### src/rtl/ram_portb_scheduler.sv
// Data-RAM port B owner: zero-fills the RAM after reset or on request, then arbitrates
// the port between VGA scanout reads (priority) and a debug requester with bounded starvation.
module ram_portb_scheduler #(
  parameter int unsigned  DATA_WIDTH         = 16,
  parameter int unsigned  RAM_REGISTER_COUNT = 1024,
  parameter bit           CLEAR_ON_RESET     = 1'b1,
  parameter int unsigned  DBG_MAX_WAIT       = 15,
  localparam int unsigned ADDR_WIDTH         = $clog2(RAM_REGISTER_COUNT)
) (
  input  logic                  CLK_50,
  input  logic                  reset,
  input  logic                  clear_start,
  output logic                  clear_busy,
  input  logic                  vga_req,
  input  logic [ADDR_WIDTH-1:0] vga_addr,
  output logic [DATA_WIDTH-1:0] vga_rdata,
  output logic                  vga_rvalid,
  input  logic                  dbg_req,
  input  logic                  dbg_we,
  input  logic [ADDR_WIDTH-1:0] dbg_addr,
  input  logic [DATA_WIDTH-1:0] dbg_wdata,
  output logic                  dbg_gnt,
  output logic [DATA_WIDTH-1:0] dbg_rdata,
  output logic                  dbg_rvalid,
  output logic [ADDR_WIDTH-1:0] ram_address,
  output logic [DATA_WIDTH-1:0] ram_data,
  output logic                  ram_wren,
  input  logic [DATA_WIDTH-1:0] ram_q
);

  localparam int unsigned PtrWidth    = ADDR_WIDTH + 1;
  localparam int unsigned StarveWidth = (DBG_MAX_WAIT > 0) ? $clog2(DBG_MAX_WAIT + 1) : 1;
  localparam logic [PtrWidth-1:0]    LastPtr   = PtrWidth'(RAM_REGISTER_COUNT - 1);
  localparam logic [StarveWidth-1:0] StarveMax = StarveWidth'(DBG_MAX_WAIT);

  typedef enum logic [0:0] {StClear, StRun} state_e;

  state_e                 state_q, state_d;
  logic [PtrWidth-1:0]    clear_ptr_q, clear_ptr_d;
  logic [StarveWidth-1:0] starve_q, starve_d;
  logic                   vga_slot_q, vga_slot_d;
  logic                   dbg_rd_q, dbg_rd_d;
  logic [DATA_WIDTH-1:0]  vga_hold_q, dbg_hold_q;
  logic                   dbg_win;

  always_comb begin
    state_d     = state_q;
    clear_ptr_d = clear_ptr_q;
    starve_d    = starve_q;
    vga_slot_d  = 1'b0;
    dbg_rd_d    = 1'b0;
    dbg_win     = 1'b0;
    clear_busy  = 1'b0;
    ram_wren    = 1'b0;
    ram_address = vga_addr;
    ram_data    = '0;

    if (reset) begin
      state_d     = CLEAR_ON_RESET ? StClear : StRun;
      clear_ptr_d = '0;
      starve_d    = '0;
    end else begin
      unique case (state_q)
        StClear: begin
          clear_busy  = 1'b1;
          ram_wren    = 1'b1;
          ram_address = clear_ptr_q[ADDR_WIDTH-1:0];
          starve_d    = '0;
          clear_ptr_d = clear_ptr_q + 1'b1;
          if (clear_ptr_q == LastPtr) state_d = StRun;
        end
        StRun: begin
          // Debug is forced in once it has been denied DBG_MAX_WAIT cycles in a row.
          dbg_win = dbg_req && (!vga_req || (starve_q == StarveMax));
          if (dbg_win) begin
            ram_address = dbg_addr;
            ram_wren    = dbg_we;
            ram_data    = dbg_wdata;
            dbg_rd_d    = !dbg_we;
          end else if (vga_req) begin
            vga_slot_d = 1'b1;
          end

          if (dbg_req && !dbg_win) begin
            starve_d = (starve_q == StarveMax) ? starve_q : starve_q + 1'b1;
          end else begin
            starve_d = '0;
          end

          if (clear_start) begin
            state_d     = StClear;
            clear_ptr_d = '0;
          end
        end
        default: state_d = StRun;
      endcase
    end
  end

  assign dbg_gnt    = dbg_win;
  assign vga_rvalid = vga_slot_q;
  assign dbg_rvalid = dbg_rd_q;
  // Without a fresh return the last word is repeated so scanout stays stable.
  assign vga_rdata  = vga_slot_q ? ram_q : vga_hold_q;
  assign dbg_rdata  = dbg_rd_q   ? ram_q : dbg_hold_q;

  always_ff @(posedge CLK_50) begin
    if (reset) begin
      state_q     <= state_d;
      clear_ptr_q <= '0;
      starve_q    <= '0;
      vga_slot_q  <= 1'b0;
      dbg_rd_q    <= 1'b0;
      vga_hold_q  <= '0;
      dbg_hold_q  <= '0;
    end else begin
      state_q     <= state_d;
      clear_ptr_q <= clear_ptr_d;
      starve_q    <= starve_d;
      vga_slot_q  <= vga_slot_d;
      dbg_rd_q    <= dbg_rd_d;
      vga_hold_q  <= vga_rdata;
      dbg_hold_q  <= dbg_rdata;
    end
  end

endmodule

### config.mk
export PLATFORM = sky130hd
export DESIGN_NAME = ram_portb_scheduler
export DESIGN_NICKNAME = d
export VERILOG_FILES = /design/src/rtl/ram_portb_scheduler.sv
export SDC_FILE = /design/constraint.sdc
export NUM_CORES = 1
export LEC_CHECK = 0
export CAP_MARGIN = 15
export CORE_MARGIN = 10
export CORE_UTILIZATION = 30
export CTS_CLUSTER_DIAMETER = 100
export DETAILED_ROUTE_END_ITERATION = 8
export PLACE_DENSITY = 0.66
export RECOVER_POWER = 100
export REMOVE_ABC_BUFFERS = 1
export SKIP_LAST_GASP = 1
export SLEW_MARGIN = 10
export SYNTH_ARGS = -nofsm -noshare
export SYNTH_HDL_FRONTEND = slang
export SYNTH_SLANG_ARGS = --single-unit
### constraint.sdc
create_clock -name CLK_50 -period 3.2 [get_ports CLK_50]
set_input_delay 0.64 -clock CLK_50 [delete_from_list [all_inputs] [get_ports CLK_50]]
set_output_delay 0.64 -clock CLK_50 [all_outputs]
set_load 0.02 [all_outputs]
==> run summary <==
FF+latch count, synth = 50
Slew Limit Fails = 0
Pre-CTS WS = -78.39 ps
Row cnt = 32
Synth Area in Adders = 1.053%
Sequential fraction of the synthesis area = 42.13%
Endpoint, Worst Hold = starve_q[0]$_SDFFE_PP0P_
RSZ-0062 raised after global routing = false
Die Footprint = 11,880 sq um
Vias per cell = 4.643
Remaining DRCs = 0
Cell type with the largest total area after synthesis = dfxtp_1
Total power = 0.001313 W
Worst setup path class = in -> out
Critical Path Sink Type = primary output
Synthesis Warnings = 0
Xor/xnor share of the synthesized area = 1.474%
Number of synthesized flops with an enable pin = 0
CP Max Fanout = 10
Combinational power share = 10.8%
Area of the multi-input gates = 1280 sq um
Drt wl/cell = 15.51 microns
Worst slew pin tran = 580.6 ps
Share of cells above drive strength 1 = 15.98%
Internal = 0.001044 W
Reg2reg start = clear_ptr_q[0]$_SDFFE_PP0P_
First-pass GRT wire length = 10.70 mm
Fin crit period = 3109 ps
Grt ovf = 0
Core box area = 7727 sq um
Max VDD drop = 0.1903 mV
Synthesized area per cell = 10.03 sq um
Max cap viols = 0
Flop2flop setup slack = 1530 ps
Final Skew = 2.768 ps
Worst setup SP type = input pin
Gpl congestion = 0.8791
Top Ports = 121
Largest family of logic cells by synthesized area = simple AND/OR/NAND/NOR gates
Initial DRC Count = 66
Peak Freq = 0.3217 GHz
Initial antenna violation count = 0
Synth Area in Compound Gates = 9.953%
RR Endpoint = state_q$_SDFF_PP0_
Tot GR Track Use = 11.26%
Register area = 1001 sq um
Die width = 109.0 microns
Antenna diodes = 0
H-tree levels = 2
Post-synth ARST share = 0%
Clk slew on worst S/H paths = 90 ps
Min-delay src = starve_q[0]$_SDFFE_PP0P_
Number of I/O port buffers = 120
Layout area overhead = 60.93%
Post-layout nets = 422
Setup violators final = 0
Worst r2r path cells = 4
Tcrit/Tclk final = 97.15%
Final worst setup slack = 91.17 ps
DR pass1 iterations = 4
CTS Buffer Depth = 2
Final hold violation count = 0
Most instantiated cells after synthesis = 50 x dfxtp_1, 34 x mux2_2, 34 x nor2b_1
CTS tree = yes
Net Sw Power = 0.0002690 W
Lkg Pwr = 1.640 nW
Number of fill cells in the layout = 722
Ys flop type = dfxtp_1
Chip height = 109.0 microns
Synth top area cells = dfxtp_1 42%, mux2_2 16%, nor2b_1 9.0%
Hold crit path type = reg -> reg
Initial Util = 30.75%
CTS Buf Count = 5
Hold Crit Depth = 1
Sum Neg Setup Slack = 0 ps
Via count = 2,159
Most common cell in the netlist = dfxtp_1
Hpwl dp = 5.574 mm
Switch share = 20.48%
Clock root buffer = clkbuf_8
Clock sinks = 50
Final Cell Area = 3824 sq um
Mapped Area = 2376 sq um
CP Data Required Time = 2560 ps
Pwr dens = 343.5 nW/um^2
Reg power frac = 48.0%
Largest net degree at the start of global routing = 33
Clock share of power = 41.2%
Detail Route Antenna Nets = 0
Mux cell area share after synthesis = 16.54%
Worst hold slack = 464.0 ps
Share of the synthesized area in the top cell type = 42.13%
Unique masters post-synth = 39
Drt total wl = 7.214 mm
Simple-gate area share of the yosys netlist = 25.12%
Worst-Skew Late Latency = 300 ps
Slew margin rel. = 61.29%
Cells after Synth = 237
Post-DP Area = 3721 sq um
Vias in the first global route = 2,077
Run status = finished, final reports clean
Worst Path Arrival = 2470 ps
## repair_timing
item,CTS,global route
endpoints found under the setup margin,26,9
pin swaps,1,0
hold buffers,0,0
resized for setup,1,9
setup buffers,1,1
## critical path, stage by stage
cell and delay [ps]:
clkdlybuf4s50_1 430, and2_1 150, a221oi_1 270, buf_4 230
o21a_1 140, clkdlybuf4s50_1 600
## cell families (layout without fill, tap and decap cells)
| family | Yosys count | after routing |
|---|---|---|
| fa+ha+maj | 2 | 2 |
| mux | 35 | 35 |
| flops | 50 | 50 |
| compound gates | 28 | 28 |
| xor+xnor | 4 | 4 |
| simple gates | 98 | 98 |
| buf+inv | 20 | 146 |
## sequential cells by signal (all words and copies together) (netlist names)
signal and count:
dbg_hold_q 16, state_q 1, vga_hold_q 16, clear_ptr_q 11
starve_q 4, vga_rvalid 1, dbg_rvalid 1
## worst max-delay path by stage
stage | from | to | slack (ps)
after floorplan | vga_req | ram_address[0] | 560
after global placement | vga_req | ram_address[0] | -40
after detailed placement | vga_req | ram_data[12] | -80
after CTS | vga_req | ram_address[7] | 30
after global routing | dbg_req | ram_data[11] | 8
final | vga_req | ram_wren | 90
## power by group through the flow
stage / registers (W) / logic, W / clock network (W)
final: 0.000631 / 0.000141 / 0.000541
after global routing: 0.000632 / 0.000152 / 0.000581
after CTS: 0.000631 / 0.000155 / 0.000559
after global placement: 0.000645 / 0.000155 / 0
after detailed placement: 0.000645 / 0.000156 / 0
after floorplan: 0.000644 / 0.0000444 / 0
## cells in the final DEF (no fill, tap or decap), types with 3 or more instances in the layout
master / n
mux2_1: 10
clkbuf_8: 6
mux2_2: 24
dlygate4sd3_1: 51
nor2_1: 10
nand3_1: 5
dfxtp_1: 50
or3_1: 8
and2_1: 16
inv_1: 6
nand2_1: 7
a21oi_1: 4
and2_0: 3
xnor2_1: 3
o311ai_0: 3
clkbuf_1: 8
buf_4: 11
clkdlybuf4s50_1: 58
o221a_2: 9
nor2b_1: 34
## layout make-up
cell class / instances / share of cell area, %
sequential: 50 / 26.18
timing repair buffer: 132 / 32.69
inverter: 6 / 0.5890
tap: 102 / 3.338
clock inverter: 2 / 1.571
multi-input combinational: 167 / 33.48
clock buffer: 6 / 2.160
## through the flow
| stage | instances | utilization, % |
|---|---|---|
| 2_1_floorplan | 223 | - |
| 5_1_grt | 465 | 49.48 |
| 6_report | 465 | 49.48 |
| 3_5_place_dp | 455 | 48.15 |
| 3_3_place_gp | 455 | 48.15 |
| 4_1_cts | 464 | 50.08 |
## layer usage
metal | global-route usage, % | vias up | share of wire (%)
li1 | - | 1087 | -
met1 | 12.79 | 991 | 43
met2 | 19.41 | 74 | 48
met3 | 3.245 | 7 | 7.6
met4 | 4.520 | 0 | 1.5
met5 | 0 | - | 0
(Power assumes the default switching activity.)
